==> src/rtl/shared_pkg.sv <==
// shared_pkg: common widths, requester-count default and arbiter FSM states
package shared_pkg;
  localparam int FIFO_WIDTH = 16;
  localparam int N_REQ_DEF = 4;
  typedef enum logic [1:0] {IDLE, ISSUE, RESP, STALL} arb_state_e;
endpackage

==> src/rtl/fifo_wr_arbiter_rr_pick.sv <==
// rr_pick: combinational round-robin winner search starting at ptr
//   req    in  N_REQ  request vector
//   ptr    in  IW     highest-priority index this round
//   valid  out 1      any request present
//   winner out IW     first requesting index at or after ptr (wrapping)
module rr_pick #(
  parameter int N_REQ = 4,
  parameter int IW = $clog2(N_REQ)
) (
  input  logic [N_REQ-1:0] req,
  input  logic [IW-1:0]    ptr,
  output logic             valid,
  output logic [IW-1:0]    winner
);
  assign valid = |req;
  // Scan offsets from farthest to nearest so the closest requester to ptr wins.
  always_comb begin
    winner = '0;
    for (int i = N_REQ - 1; i >= 0; i--)
      if (req[(int'(ptr) + i) % N_REQ]) winner = IW'((int'(ptr) + i) % N_REQ);
  end
endmodule

==> src/rtl/fifo_wr_arbiter.sv <==
// fifo_wr_arbiter: round-robin arbiter feeding N_REQ write requesters into one FIFO
//   clk, rst_n          clock, asynchronous active-low reset
//   req, req_data       per-requester request and flat N_REQ x DATA_W words
//   gnt                 one-hot acceptance pulse, in RESP on write ack
//   fifo_wr_en, fifo_data_in, fifo_full, fifo_wr_ack  FIFO write port
//   busy                FSM not in IDLE
//   ARB_STATS_EN adds acc_cnt (N_REQ x 16 grants) and retry_cnt (16, overflow retries)
module fifo_wr_arbiter
  import shared_pkg::*;
#(
  parameter int N_REQ = N_REQ_DEF,
  parameter int DATA_W = FIFO_WIDTH
) (
  input  logic                    clk,
  input  logic                    rst_n,
  input  logic [N_REQ-1:0]        req,
  input  logic [N_REQ*DATA_W-1:0] req_data,
  output logic [N_REQ-1:0]        gnt,
  output logic                    fifo_wr_en,
  output logic [DATA_W-1:0]       fifo_data_in,
  input  logic                    fifo_full,
  input  logic                    fifo_wr_ack,
  output logic                    busy
`ifdef ARB_STATS_EN
  ,
  output logic [N_REQ*16-1:0]     acc_cnt,
  output logic [15:0]             retry_cnt
`endif
);
  localparam int IW = $clog2(N_REQ);
  arb_state_e state, state_nx;
  logic [IW-1:0] ptr, win, pick;
  logic pick_v, arb, acked;
  logic [DATA_W-1:0] word;
  rr_pick #(.N_REQ(N_REQ), .IW(IW)) u_pick (
    .req(req),
    .ptr(ptr),
    .valid(pick_v),
    .winner(pick)
  );
  assign arb = state == IDLE && pick_v && !fifo_full;
  assign acked = state == RESP && fifo_wr_ack;
  always_ff @(posedge clk or negedge rst_n)
    if (!rst_n) state <= IDLE;
    else state <= state_nx;
  always_comb begin
    state_nx = state;
    case (state)
      IDLE:    state_nx = arb ? ISSUE : IDLE;
      ISSUE:   state_nx = RESP;
      RESP:    state_nx = fifo_wr_ack ? IDLE : STALL;
      default: state_nx = fifo_full ? STALL : ISSUE;
    endcase
  end
  // Winner and word are latched at arbitration so a dropped req cannot cancel the write.
  always_ff @(posedge clk or negedge rst_n)
    if (!rst_n) begin
      ptr <= '0;
      win <= '0;
      word <= '0;
    end else begin
      if (arb) begin
        win <= pick;
        word <= req_data[pick*DATA_W +: DATA_W];
      end
      if (acked) ptr <= (win == IW'(N_REQ - 1)) ? '0 : win + 1'b1;
    end
  always_comb begin
    busy = state != IDLE;
    fifo_wr_en = state == ISSUE;
    fifo_data_in = fifo_wr_en ? word : '0;
    gnt = acked ? N_REQ'(1) << win : '0;
  end
`ifdef ARB_STATS_EN
  always_ff @(posedge clk or negedge rst_n)
    if (!rst_n) begin
      acc_cnt <= '0;
      retry_cnt <= '0;
    end else begin
      if (acked && acc_cnt[win*16 +: 16] != 16'hFFFF) acc_cnt[win*16 +: 16] <= acc_cnt[win*16 +: 16] + 16'd1;
      if (state == RESP && !fifo_wr_ack && retry_cnt != 16'hFFFF) retry_cnt <= retry_cnt + 16'd1;
    end
`endif
endmodule

==> config.mk <==
export PLATFORM = sky130hd
export DESIGN_NAME = fifo_wr_arbiter
export DESIGN_NICKNAME = d
export VERILOG_FILES = /design/src/rtl/shared_pkg.sv /design/src/rtl/fifo_wr_arbiter_rr_pick.sv /design/src/rtl/fifo_wr_arbiter.sv
export SDC_FILE = /design/constraint.sdc
export NUM_CORES = 1
export LEC_CHECK = 0
export BUFFER_PORTS_ARGS = -buffer_cell sky130_fd_sc_hd__buf_2
export CAP_MARGIN = 40
export CORE_MARGIN = 10
export CORE_UTILIZATION = 48
export DETAILED_ROUTE_END_ITERATION = 6
export GPL_TIMING_DRIVEN = 1
export PLACE_DENSITY = 0.86
export SLEW_MARGIN = 15
export SYNTH_ARGS = -nofsm -noshare
export SYNTH_HDL_FRONTEND = slang
export SYNTH_SLANG_ARGS = --single-unit
==> constraint.sdc <==
create_clock -name clk -period 4.8 [get_ports clk]
set_clock_uncertainty 0.2 [all_clocks]
set_input_delay 1.2 -clock clk [delete_from_list [all_inputs] [get_ports clk]]
set_output_delay 1.2 -clock clk [all_outputs]
set_load 0.05 [all_outputs]
# Word-level counts from Yosys, hierarchy flattened
# Index checks and enable logic that the tools add are counted.
op_classes:
  add_sub_neg: 4
  n_lt_le_gt_ge: 4
  n_eq_ne: 3
  shifts: 2
  n_mux: 22
  bitwise: 3
  n_reduce_logical: 10
ops:
  columns: ["operator", "n"]
  rows:
  - ["$shiftx 64x7->16", 1]
  - ["$mux 16", 1]
  - ["$mux 2", 7]
  - ["$lt 3x4->1 const B", 3]
  - ["$bmux 1 s2", 4]
  - ["$mux 1", 8]
  - ["$pmux 2 s3", 1]
  - ["$reduce_or 2->1", 3]
  - ["$add 2x1->2 const B", 2]
  - ["$add 2x2->2 const B", 2]
  - ["$eq 2x2->1 const B", 2]
  - ["$mux 4", 1]
  - ["$reduce_or 4->1", 1]
  - ["$shl 1x2->4 const A", 1]
  - ["$and 1x1->1 const A", 3]
  - ["$logic_and 1x1->1", 3]
  - ["$lt 2x3->1 const B", 1]
  - ["$eq 2x1->1 const B", 1]
  - ["$logic_not 2->1", 1]
  - ["$reduce_bool 2->1", 1]
  - ["$logic_not 1->1", 1]
totals:
  ff_bits: 22
  input_bits: 72
  wordCells: 52

# Logic depth before layout (Yosys ltp)
logic_depth:
  ltp_word: 11
  ltp_mapped: 6
  ltp_nobuf: 5

# By module
# Synthesis repeated with hierarchy kept, for this count alone.
unflattened:
  hier_cells: 114
  hier_area_um2: 1587.8
modules_own_cells:
  columns: ["module", "instances", "cells_each", "area_each_um2"]
  rows:
  - ["fifo_wr_arbiter", 1, 101, 1510.2]
  - ["rr_pick", 1, 13, 77.6]

# Least setup slack after synthesis
# Ideal clock, no wire load.
synth_path:
  kind: "input port to output port"
  start: "input port fifo_wr_ack"
  end: "output port gnt[0]"
  t_arrival_ns: 2.132
  required_time_ns: 3.400
  slack_ns: 1.268
  cell_stages: 3
  n_path_buf: 0
  path_cell_list: "inv_1 > nor3b_1 > and2_1"
synth_between:
  elab_chain_len: 2
synth_rtl:
  columns: ["item", "line_no", "rtl"]
  rows:
  - ["start: declaration", "fifo_wr_arbiter.sv:22", "input logic fifo_wr_ack,"]
  - ["$logic_and 1x1->1", "fifo_wr_arbiter.sv:42", "assign acked = state == RESP && fifo_wr_ack;"]
  - ["$mux 4", "fifo_wr_arbiter.sv:72", "gnt = acked ? N_REQ'(1) << win : '0;"]
  - ["end: declaration", "fifo_wr_arbiter.sv:18", "output logic [N_REQ-1:0] gnt,"]
# Every way passes these cells.

# Worst setup path in the final report
layout_path:
  start: "input port fifo_wr_ack"
  end: "output port gnt[2]"
# The elaborated chain is that of the path after synthesis.

==> impl_metrics.ini <==
[sta]
rsz0062_at_grt = false
hold_ws_ns = 0.318
final.setup.tns_ns = 0
worst_pin_slew_ns = 0.789
setup_viol = 0
hold_viol = 0
period_share_pct = 77.5
slew_headroom_pct = 47.4
drv_slew = 0
max_freq_mhz = 269
min_period_ns = 3.72

[global_routing]
grt_pass1_wl_mm = 8.38
grt_antenna_before_repair = 0
grt-ovfl-total = 0
grt_pass1_vias = 1742
track_usage_pct = 16.3
grt_max_degree = 23

[power]
powerDensity_nw_per_um2 = 522
power.leakage_nw = 1.11
finalPower_w = 0.00113
vdd_ir_drop_max_uv = 320

[logic_synthesis]
synth_area_leaders = dfrtp_1, a221o_1, mux2_4, and2_1, mux2_2
yosysUniqueCellTypes = 32
yosysSeqAreaShare_pct = 33.1
synth_area_per_cell_um2 = 9.84
syn_nets = 245
synth_fa_ha_area_share_pct = 3.01
synth-simple-area-share_pct = 19.6
syn_area_um2 = 1660
synthesis.instances = 169
synth_top_cell_by_area = dfrtp_1
synthMuxAreaShare_pct = 14.9
synth_xor_area_share_pct = 0
synth_compound_area_share_pct = 25.2
synth_top_area_share_pct = 33.1
synth-seq-cells = 22
yosysWarnings = 0
synth_top_family_by_area = compound AO/OA/AOI/OAI gates

[clock_tree]
cts_resized = 0
ctsHoldBuffers = 0
clock-sinks = 22
cts-root-buf = clkbuf_4
post_cts_buffers = 0
cts_tree = done
cts_buffer_depth = 2
clk_pin_slew_worst_paths_ns = 0.12
cts_made_buffers = 3
clkLatencyLatePin_ns = 0.30
htree_levels = 1

[critical_path]
r2r_cells = 4
path_cells = buf_2, inv_1, nor3b_1, and2_1, buf_2
critPathMaxStageDelay_ns = 0.52
startpoint = fifo_wr_ack
worst_ep_arrival_time_ns = 2.32
crit_required_ns = 3.40
endpoint_kind = output pin
startpoint_type = input port
rr_startpoint = state[0]
worstPathMaxFanout = 6
reg2reg_to = word[13]
r2r_slack_ns = 2.30
cpMostUsedCell = buf_2
critPathSlowestCell = nor3b_1
criticalPathCategory = input port to output pin

[layout]
final_nets = 335
diodes = 0
fillers = 291
postLayoutCoreUtil_pct = 65.0
stdcell_area_um2 = 2170
drive_gt1_share_pct = 48.6
syn_to_final_growth_pct = 30.5

[die]
start_util_pct = 49.8
die_x_um = 78.9
die_h_um = 78.9
core_um2 = 3340
dieArea_um2 = 6220
ios = 94
num_rows = 21

[placement]
io_buffers = 93
dp_hpwl_mm = 4.14
placed_cell_area_um2 = 2150
routabilityCongestion = 0.811

[worst_hold_path]
hp-start = word[14]
hold_path_depth = 1
hold_class = flip-flop to flip-flop
min_to = word[14]

[drt]
antenna_left = 0
drtPass1Iterations = 4
route.detailed.drc = 0
routedWlPerCell_um = 17.7
via_per_inst = 5.58
drt-initial-drc-count = 120
routed_wl_mm = 5.36
vias = 1691

[status]
status = finished clean

[run]
drv_cap = 0
metal layers:
metal | track usage (%) | routed length [µm]
met1 | 18.2 | 2090
met2 | 28.9 | 2710
met3 | 5.29 | 488
met4 | 4.66 | 73
met5 | 0 | 0
logic make-up after synthesis:
kind of cell	after synthesis
AOI/OAI and AO/OA	59
and+or+nand+nor	51
DFF	22
muxes	19
buffers and inverters	14
adders and majority gates	4
cells in the mapped netlist (all sizes together):
cell / number
a211o: 1
a211oi: 1
a21o: 2
a21oi: 18
a221o: 16
a31o: 1
a31oi: 2
and2: 20
and3b: 1
buf: 6
clkbuf: 4
dfrtp: 22
ha: 4
inv: 4
mux2: 19
nand2: 2
nand2b: 3
nand3: 16
nor2: 4
nor2b: 1
nor3: 1
nor3b: 2
o21ai: 17
o21bai: 1
or2: 1
layout by cell type, fill, tap and decap left out:
cell type  count
a211o_1        1
a211oi_1       1
a21o_1         2
a21oi_1       17
a21oi_4        1
a221o_1       16
a31o_4         1
a31oi_1        2
and2_1        20
and3b_2        1
buf_2         93
buf_4          2
clkbuf_4       3
dfrtp_1       22
ha_1           4
inv_1          4
mux2_2        10
mux2_4         9
nand2_1        2
nand2b_1       1
nand2b_2       1
nand2b_4       1
nand3_1       16
nor2_1         3
nor2_8         1
nor2b_1        1
nor3_4         1
nor3b_1        2
o21ai_0       17
o21bai_2       1
or2_0          1
per-stage QoR:
step / worst slack, ns / instances
6_report: 1.08 / 303
2_1_floorplan: 1.27 / 169
5_1_grt: 0.943 / 303
3_3_place_gp: 1.17 / 299
4_1_cts: 1.06 / 303
3_5_place_dp: 1.06 / 300
flip-flops by register name, summed over array words and instances (netlist names):
register / flops
word: 16
state: 2
win: 2
ptr: 2
critical path, delay by kind of cell:
kind | cells | cell delay (ns)
buffers and inverters | 3 | 0.37
and+or+nand+nor | 2 | 0.74
where the power goes:
part           total [W]  internal [W]  switching [W]
Sequential      0.000335      0.000271      0.0000642
Clock          0.0000828     0.0000293      0.0000535
Combinational   0.000714      0.000285       0.000430
area by class of cell:
class                           count  area (µm²)  area share [%]
Clock buffer                        3        22.5            1.04
Inverter                            4        15.0           0.692
Multi-Input combinational cell    133        1040            48.1
Sequential cell                    22         551            25.4
Tap cell                           46        57.6            2.65
Timing Repair Buffer               95         480            22.1
worst max path at each step:
stage                         to  slack [ns]  depth (start not counted)
after global routing      gnt[3]        0.94                          5
after floorplan           gnt[0]        1.27                          3
after CTS                 gnt[2]        1.06                          5
final                     gnt[2]        1.08                          5
after global placement    gnt[1]        1.17                          5
after detailed placement  gnt[2]        1.06                          5
No activity file was read; power rests on OpenSTA's default activity.
